==> src/rtl/fluid_pkg.sv <==
// Types and constants shared by the D2Q9 lattice-Boltzmann sweep blocks.
package fluid_pkg;

  typedef enum logic [1:0] {
    IDLE  = 2'd0,
    SWEEP = 2'd1,
    DRAIN = 2'd2
  } sweep_state_t;

  localparam int NUM_DIRS = 9;

  localparam int DIR_C  = 0;
  localparam int DIR_N  = 1;
  localparam int DIR_NE = 2;
  localparam int DIR_E  = 3;
  localparam int DIR_SE = 4;
  localparam int DIR_S  = 5;
  localparam int DIR_SW = 6;
  localparam int DIR_W  = 7;
  localparam int DIR_NW = 8;

  // Counter width that stays legal for a size of 1.
  function automatic int clog2_min1(input int v);
    return (v > 1) ? $clog2(v) : 1;
  endfunction

endpackage

==> src/rtl/lattice_sweep_ctrl_pipe.sv <==
// Fixed-depth pipeline delay line with synchronous active-low clear.
// Every stage is a register, so the output is registered.
module lattice_sweep_ctrl_pipe #(
  parameter int DEPTH = 7,
  parameter int WIDTH = 8
) (
  input  logic             clk_in,
  input  logic             rst_in,
  input  logic [WIDTH-1:0] d_in,
  output logic [WIDTH-1:0] q_out
);

  logic [DEPTH-1:0][WIDTH-1:0] stage_q;
  logic [DEPTH-1:0][WIDTH-1:0] stage_d;

  always_comb begin
    stage_d    = '0;
    stage_d[0] = d_in;
    for (int i = 1; i < DEPTH; i++) begin
      stage_d[i] = stage_q[i-1];
    end
  end

  always_ff @(posedge clk_in) begin
    if (!rst_in) begin
      stage_q <= '0;
    end else begin
      stage_q <= stage_d;
    end
  end

  assign q_out = stage_q[DEPTH-1];

endmodule

==> src/rtl/lattice_sweep_ctrl.sv <==
// Per-timestep raster sweep controller for the D2Q9 LBM core, with delayed
// writeback coordinates and ping-pong buffer select. FLUID_STALL_EN enables stall_in.
module lattice_sweep_ctrl
  import fluid_pkg::*;
#(
  parameter int  HPIXELS     = 64,
  parameter int  VPIXELS     = 48,
  parameter int  LATENCY     = 3,
  parameter int  COLLIDE_LAT = 4,
  localparam int HOR_SIZE    = clog2_min1(HPIXELS),
  localparam int VERT_SIZE   = clog2_min1(VPIXELS),
  localparam int WR_LAT      = LATENCY + COLLIDE_LAT
) (
  input  logic                                clk_in,
  input  logic                                rst_in,
  input  logic                                start_in,
  input  logic                                stall_in,
  output logic                                busy_out,
  output logic                                done_out,
  output logic [NUM_DIRS-1:0][HOR_SIZE-1:0]   hor_out,
  output logic [NUM_DIRS-1:0][VERT_SIZE-1:0]  vert_out,
  output logic                                rd_valid_out,
  output logic                                wr_valid_out,
  output logic [HOR_SIZE-1:0]                 wr_hor_out,
  output logic [VERT_SIZE-1:0]                wr_vert_out,
  output logic                                buf_sel_out
);

  localparam int DRAIN_W  = clog2_min1(WR_LAT);
  localparam int PIPE_W   = 1 + HOR_SIZE + VERT_SIZE;

  sweep_state_t         state_q, state_d;
  logic [HOR_SIZE-1:0]  hor_q, hor_d;
  logic [VERT_SIZE-1:0] vert_q, vert_d;
  logic                 rd_valid_q, rd_valid_d;
  logic                 busy_q, busy_d;
  logic                 done_q, done_d;
  logic                 buf_sel_q, buf_sel_d;
  logic [DRAIN_W-1:0]   drain_cnt_q, drain_cnt_d;
  logic                 stall_eff;
  logic                 last_hor;
  logic                 last_vert;

`ifdef FLUID_STALL_EN
  assign stall_eff = stall_in;
`else
  logic unused_stall;
  assign unused_stall = stall_in;
  assign stall_eff    = 1'b0;
`endif

  // Wrap by comparison so non-power-of-two lattice sizes work.
  assign last_hor  = (hor_q == HOR_SIZE'(HPIXELS - 1));
  assign last_vert = (vert_q == VERT_SIZE'(VPIXELS - 1));

  always_comb begin
    state_d     = state_q;
    hor_d       = hor_q;
    vert_d      = vert_q;
    rd_valid_d  = 1'b0;
    busy_d      = busy_q;
    done_d      = 1'b0;
    buf_sel_d   = buf_sel_q;
    drain_cnt_d = drain_cnt_q;
    case (state_q)
      IDLE: begin
        if (start_in) begin
          state_d    = SWEEP;
          hor_d      = '0;
          vert_d     = '0;
          rd_valid_d = 1'b1;
          busy_d     = 1'b1;
        end
      end
      SWEEP: begin
        // The presented coordinate has already been read; a stall just holds it.
        if (!stall_eff) begin
          if (last_hor && last_vert) begin
            state_d     = DRAIN;
            hor_d       = '0;
            vert_d      = '0;
            drain_cnt_d = '0;
          end else if (last_hor) begin
            hor_d      = '0;
            vert_d     = vert_q + VERT_SIZE'(1);
            rd_valid_d = 1'b1;
          end else begin
            hor_d      = hor_q + HOR_SIZE'(1);
            rd_valid_d = 1'b1;
          end
        end
      end
      DRAIN: begin
        // done_out is raised in the final DRAIN cycle so a start there is refused.
        if (done_q) begin
          state_d = IDLE;
        end else if (drain_cnt_q == DRAIN_W'(WR_LAT - 1)) begin
          done_d    = 1'b1;
          busy_d    = 1'b0;
          buf_sel_d = ~buf_sel_q;
        end else begin
          drain_cnt_d = drain_cnt_q + DRAIN_W'(1);
        end
      end
      default: state_d = IDLE;
    endcase
  end

  always_ff @(posedge clk_in) begin
    if (!rst_in) begin
      state_q     <= IDLE;
      hor_q       <= '0;
      vert_q      <= '0;
      rd_valid_q  <= 1'b0;
      busy_q      <= 1'b0;
      done_q      <= 1'b0;
      buf_sel_q   <= 1'b0;
      drain_cnt_q <= '0;
    end else begin
      state_q     <= state_d;
      hor_q       <= hor_d;
      vert_q      <= vert_d;
      rd_valid_q  <= rd_valid_d;
      busy_q      <= busy_d;
      done_q      <= done_d;
      buf_sel_q   <= buf_sel_d;
      drain_cnt_q <= drain_cnt_d;
    end
  end

  generate
    for (genvar gi = DIR_C; gi <= DIR_NW; gi++) begin : g_lane
      assign hor_out[gi]  = hor_q;
      assign vert_out[gi] = vert_q;
    end
  endgenerate

  lattice_sweep_ctrl_pipe #(
    .DEPTH (WR_LAT),
    .WIDTH (PIPE_W)
  ) u_wr_pipe (
    .clk_in (clk_in),
    .rst_in (rst_in),
    .d_in   ({rd_valid_q, hor_q, vert_q}),
    .q_out  ({wr_valid_out, wr_hor_out, wr_vert_out})
  );

  assign rd_valid_out = rd_valid_q;
  assign busy_out     = busy_q;
  assign done_out     = done_q;
  assign buf_sel_out  = buf_sel_q;

endmodule
==> config.mk <==
export PLATFORM = sky130hd
export DESIGN_NAME = lattice_sweep_ctrl
export DESIGN_NICKNAME = d
export VERILOG_FILES = /design/src/rtl/fluid_pkg.sv /design/src/rtl/lattice_sweep_ctrl_pipe.sv /design/src/rtl/lattice_sweep_ctrl.sv
export SDC_FILE = /design/constraint.sdc
export NUM_CORES = 1
export LEC_CHECK = 0
export CAP_MARGIN = 20
export CORE_MARGIN = 4
export CORE_UTILIZATION = 45
export DETAILED_ROUTE_END_ITERATION = 12
export MAX_ROUTING_LAYER = met4
export PLACE_DENSITY_LB_ADDON = 0.15
export SLEW_MARGIN = 10
export SYNTH_ARGS = -nofsm -noshare
export SYNTH_HDL_FRONTEND = slang
export SYNTH_HIERARCHICAL = 1
export SYNTH_SLANG_ARGS = --single-unit
==> constraint.sdc <==
create_clock -name clk_in -period 2 [get_ports clk_in]
set_input_delay 0.4 -clock clk_in [delete_from_list [all_inputs] [get_ports clk_in]]
set_output_delay 0.4 -clock clk_in [all_outputs]
set_load 0.02 [all_outputs]
==> impl.org <==
** Die
- After floorplanning, the core was divided into 35 placement rows.
- Pin placement for this block handled 129 I/O pins.
- Overall die area :: 0.0113 mm2
- After floorplanning, the core was sized to cover 0.00933 mm2.
- The floorplan step set the die width to 106 um.
- Initial core utilization :: 0.465
- Die height :: 106 um

** Setup path
- Setup slack on the worst reg-to-reg path comes out at 0.18 ns.
- The worst setup path is launched from a flop.
- Capture point of the worst reg-to-reg path :: vert_q[3]$_SDFFE_PN0P_
- The worst setup path is captured at an output port.
- Along the worst path, the maximum fanout reaches 12.
- Critical path required time :: 1.60 ns
- In this run the critical register-to-register path is launched from hor_q[0]$_SDFFE_PN0P_.
- Worst endpoint data arrival time :: 1.54 ns
- Count of cells along the worst register-to-register path :: 5
- Start-to-end type of the worst setup path :: flop to output port

** Timing
- Setup repair after global routing left no endpoint under its margin.
- On the final layout, the worst clock skew is 0.00819 ns.
- Derived from the worst setup path, the maximum achievable clock frequency is 515 MHz.
- Setup violations remaining at the end of the flow were counted as 0.
- Final critical path time including I/O delays and setup :: 1.94 ns
- The hold violation total from the final report is 0.
- Measured against its own limit, the worst slew margin works out to 0.771.
- Worst-Margin Slew :: 0.341 ns
- For the final routed database, the setup TNS stands at 0 ns.
- Of the available clock period, the critical path in the final layout requires 0.970.
- Final hold slack :: 0.368 ns
- The number of pins with negative max-slew slack in the final report was 0.
- Across all setup checks in the final design, the least slack found is 0.0593 ns.

** Detailed routing
- Detailed-route via count :: 2533
- Number of violations reported at the end of detailed-routing iteration 0 :: 115
- Before antenna repair, the detailed router went through 6 iterations.
- Routed wire length per instance :: 11.6 um
- Wire length reported by the detailed router :: 6.78 mm
- In the routed design, unresolved DRC markers number 0.
- Ratio of routed vias to standard cells :: 4.34
- Post-route ant nets :: 0

** Global routing
- The first global-routing pass estimated 11.3 mm of wire.
- The number of global-route vias before repair was 2449.
- GRT Total Usage :: 0.126
- Initial antenna violation count :: 0
- Summed over all layers, the global routing overflow is 0.
- Maximum number of pins on one net before global-route repair :: 96

** Job
- Reported max-cap violation count :: 0

** Synth
- Cell taking the most area after synthesis :: dfxtp_1
- Counting flops with an async set or reset pin after synthesis yields a share of 0.
- Among all flip-flop cells after synthesis, the most frequent one is dfxtp_1.
- Avg Inst Size Synth :: 10.8 um2
- After synthesis the netlist holds a flip-flop and latch count of 112.
- Ranked by instance count, the synthesized netlist is headed by 112 x dfxtp_1, 96 x buf_4, 91 x and2_2.
- For this run, the register share of the synthesized area comes to 0.517.
- Synthesis produced 402 cells.
- After synthesis, the netlist uses 48 different library cells.
- The Yosys step of the flow raised 6 warnings.
- Top cell type's share of synthesized area :: 0.517
- Post-synth EDFFs :: 0
- Yosys instantiated no cell more often than dfxtp_1.
- The synthesized netlist occupies a cell area of 0.00433 mm2.
- The number of nets in the synthesized netlist is 410.
- Sorting the synthesized cells by area gives the leading types as dfxtp_1 52%, buf_4 17%, and2_2 16%.

** Clock network
- TritonCTS created 9 clock buffers.
- For the worst-skew pair, the clock arrives at the later sink with an insertion delay of 0.36 ns.
- Clock sinks :: 112
- Number of setup buffers added after CTS :: 0
- Clock Tree Buf Depth :: 2
- Reg clk slew, reported paths :: 0.11 ns
- After clock tree synthesis, the repair step resized 29 gates.
- CTS HTree Levels :: 3
- CTS root buf :: clkbuf_8
- Number of buffers added to fix hold violations after cts :: 0
- TritonCTS built the clock tree.

** Placement
- Dpl cells :: 568
- Count of buffers inserted at the top-level ports :: 127
- Post-DP Area :: 0.00513 mm2
- Placement-stage worst setup slack :: -0.0626 ns
- DP Wirelength :: 4.53 mm
- At the end of routability-driven placement, the weighted congestion stood at 0.775.

** Min path
- The startpoint identified for the worst hold timing path is rst_in.
- The path class of the tightest hold or removal check is primary input to flop.
- For hold timing, the worst endpoint is hor_q[0]$_SDFFE_PN0P_.
- The worst hold path passes through 3 cells.

** Layout
- The finished layout holds 584 standard cells, fillers aside.
- NumNets Final :: 458
- Cell area after layout :: 0.00534 mm2
- For this run, the share of the core covered by cells in the final layout is 0.572.
- The layout has 811 filler cells.
- Fraction of final layout cells with drive strength greater than 1 :: 0.312
- The area growth from synthesis to layout is 23.2%.
- 0 antenna diodes ended up in the layout.

** Power
- Peak supply drop :: 394 uV
- For this design the static power due to leakage is 2.52 nW.
- Total power consumption of the routed design :: 3.75 mW
- Dividing total power by cell area gives a power density of 703 mW/mm2.

** Outcome
- The flow ran to the end, and the final reports show no timing, DRC or antenna violations.
[cell families (layout without fill, tap and decap cells)]
| logic type | after synthesis | in the layout | share of synthesized area |
|---|---|---|---|
| DFF | 112 | 112 | 0.517 |
| buffers and inverters | 114 | 167 | 0.186 |
| xor gates and xnor gates | 2 | 2 | 0.00404 |
| and+or+nand+nor | 134 | 134 | 0.218 |
| AOI/OAI and AO/OA | 33 | 33 | 0.0551 |
| adders and majority gates | 4 | 4 | 0.0115 |
| muxes | 3 | 3 | 0.00751 |
[final cells by class]
class	instances	area, um2	share of cell area
timing repair buffer	146	1430	0.269
multi-input combinational	176	1280	0.240
tap	129	161	0.0302
inverter	5	18.8	0.00352
sequential	112	2250	0.422
clock inverter	6	62.6	0.0117
clock buffer	10	128	0.0239
[worst max-delay path by stage]
stage	from	endpoint	slack, ns	cells past startpoint
2_1_floorplan	vert_q[0]$_SDFFE_PN0P_	vert_q[2]$_SDFFE_PN0P_	0.06	5
3_3_place_gp	start_in	vert_q[5]$_SDFFE_PN0P_	-0.04	5
3_5_place_dp	start_in	vert_q[5]$_SDFFE_PN0P_	-0.06	5
4_1_cts	hor_q[4]$_SDFFE_PN0P_	hor_out[46]	0.001	2
5_1_grt	vert_q[1]$_SDFFE_PN0P_	vert_out[7]	0.002	2
6_report	vert_q[0]$_SDFFE_PN0P_	vert_out[36]	0.06	2
[power by group]
part	switching (mW)	internal [mW]	total [mW]
Combinational	0.135	0.108	0.244
Clock	0.769	0.487	1.26
Sequential	0.00689	2.25	2.25
[placed cells by master (no fill, tap or decap), types with 4 or more instances in the layout]
cell type,n
buf_4,18
dfxtp_1,105
ha_1,4
nor2_1,10
clkdlybuf4s50_1,85
dfxtp_2,7
nand3_1,4
and2_2,91
dlymetal6s2s_1,17
inv_1,4
dlygate4sd2_1,24
nand2_1,7
a21oi_1,6
clkbuf_8,9
o21ai_0,7
[critical path, cell delays in order, from the launching register on]
cell and delay (ns):
dfxtp_1 0.35, buf_4 0.19, clkdlybuf4s50_1 0.64
[flip-flops by register name, summed over array words and instances (netlist names)]
register           flops
done_out               1
buf_sel_out            1
u_wr_pipe/stage_d     78
busy_out               1
hor_q                  6
drain_cnt_q            3
rd_valid_out           1
state_q                2
vert_q                 6
u_wr_pipe/q_out       13
[per-layer routing]
layer,track usage,share of wire,up-vias
met3,0.0395,0.043,8
li1,-,-,1292
met4,0.0342,0.010,0
met2,0.221,0.52,73
met5,-,0,-
met1,0.138,0.43,1160
(Power assumes the default switching activity.)
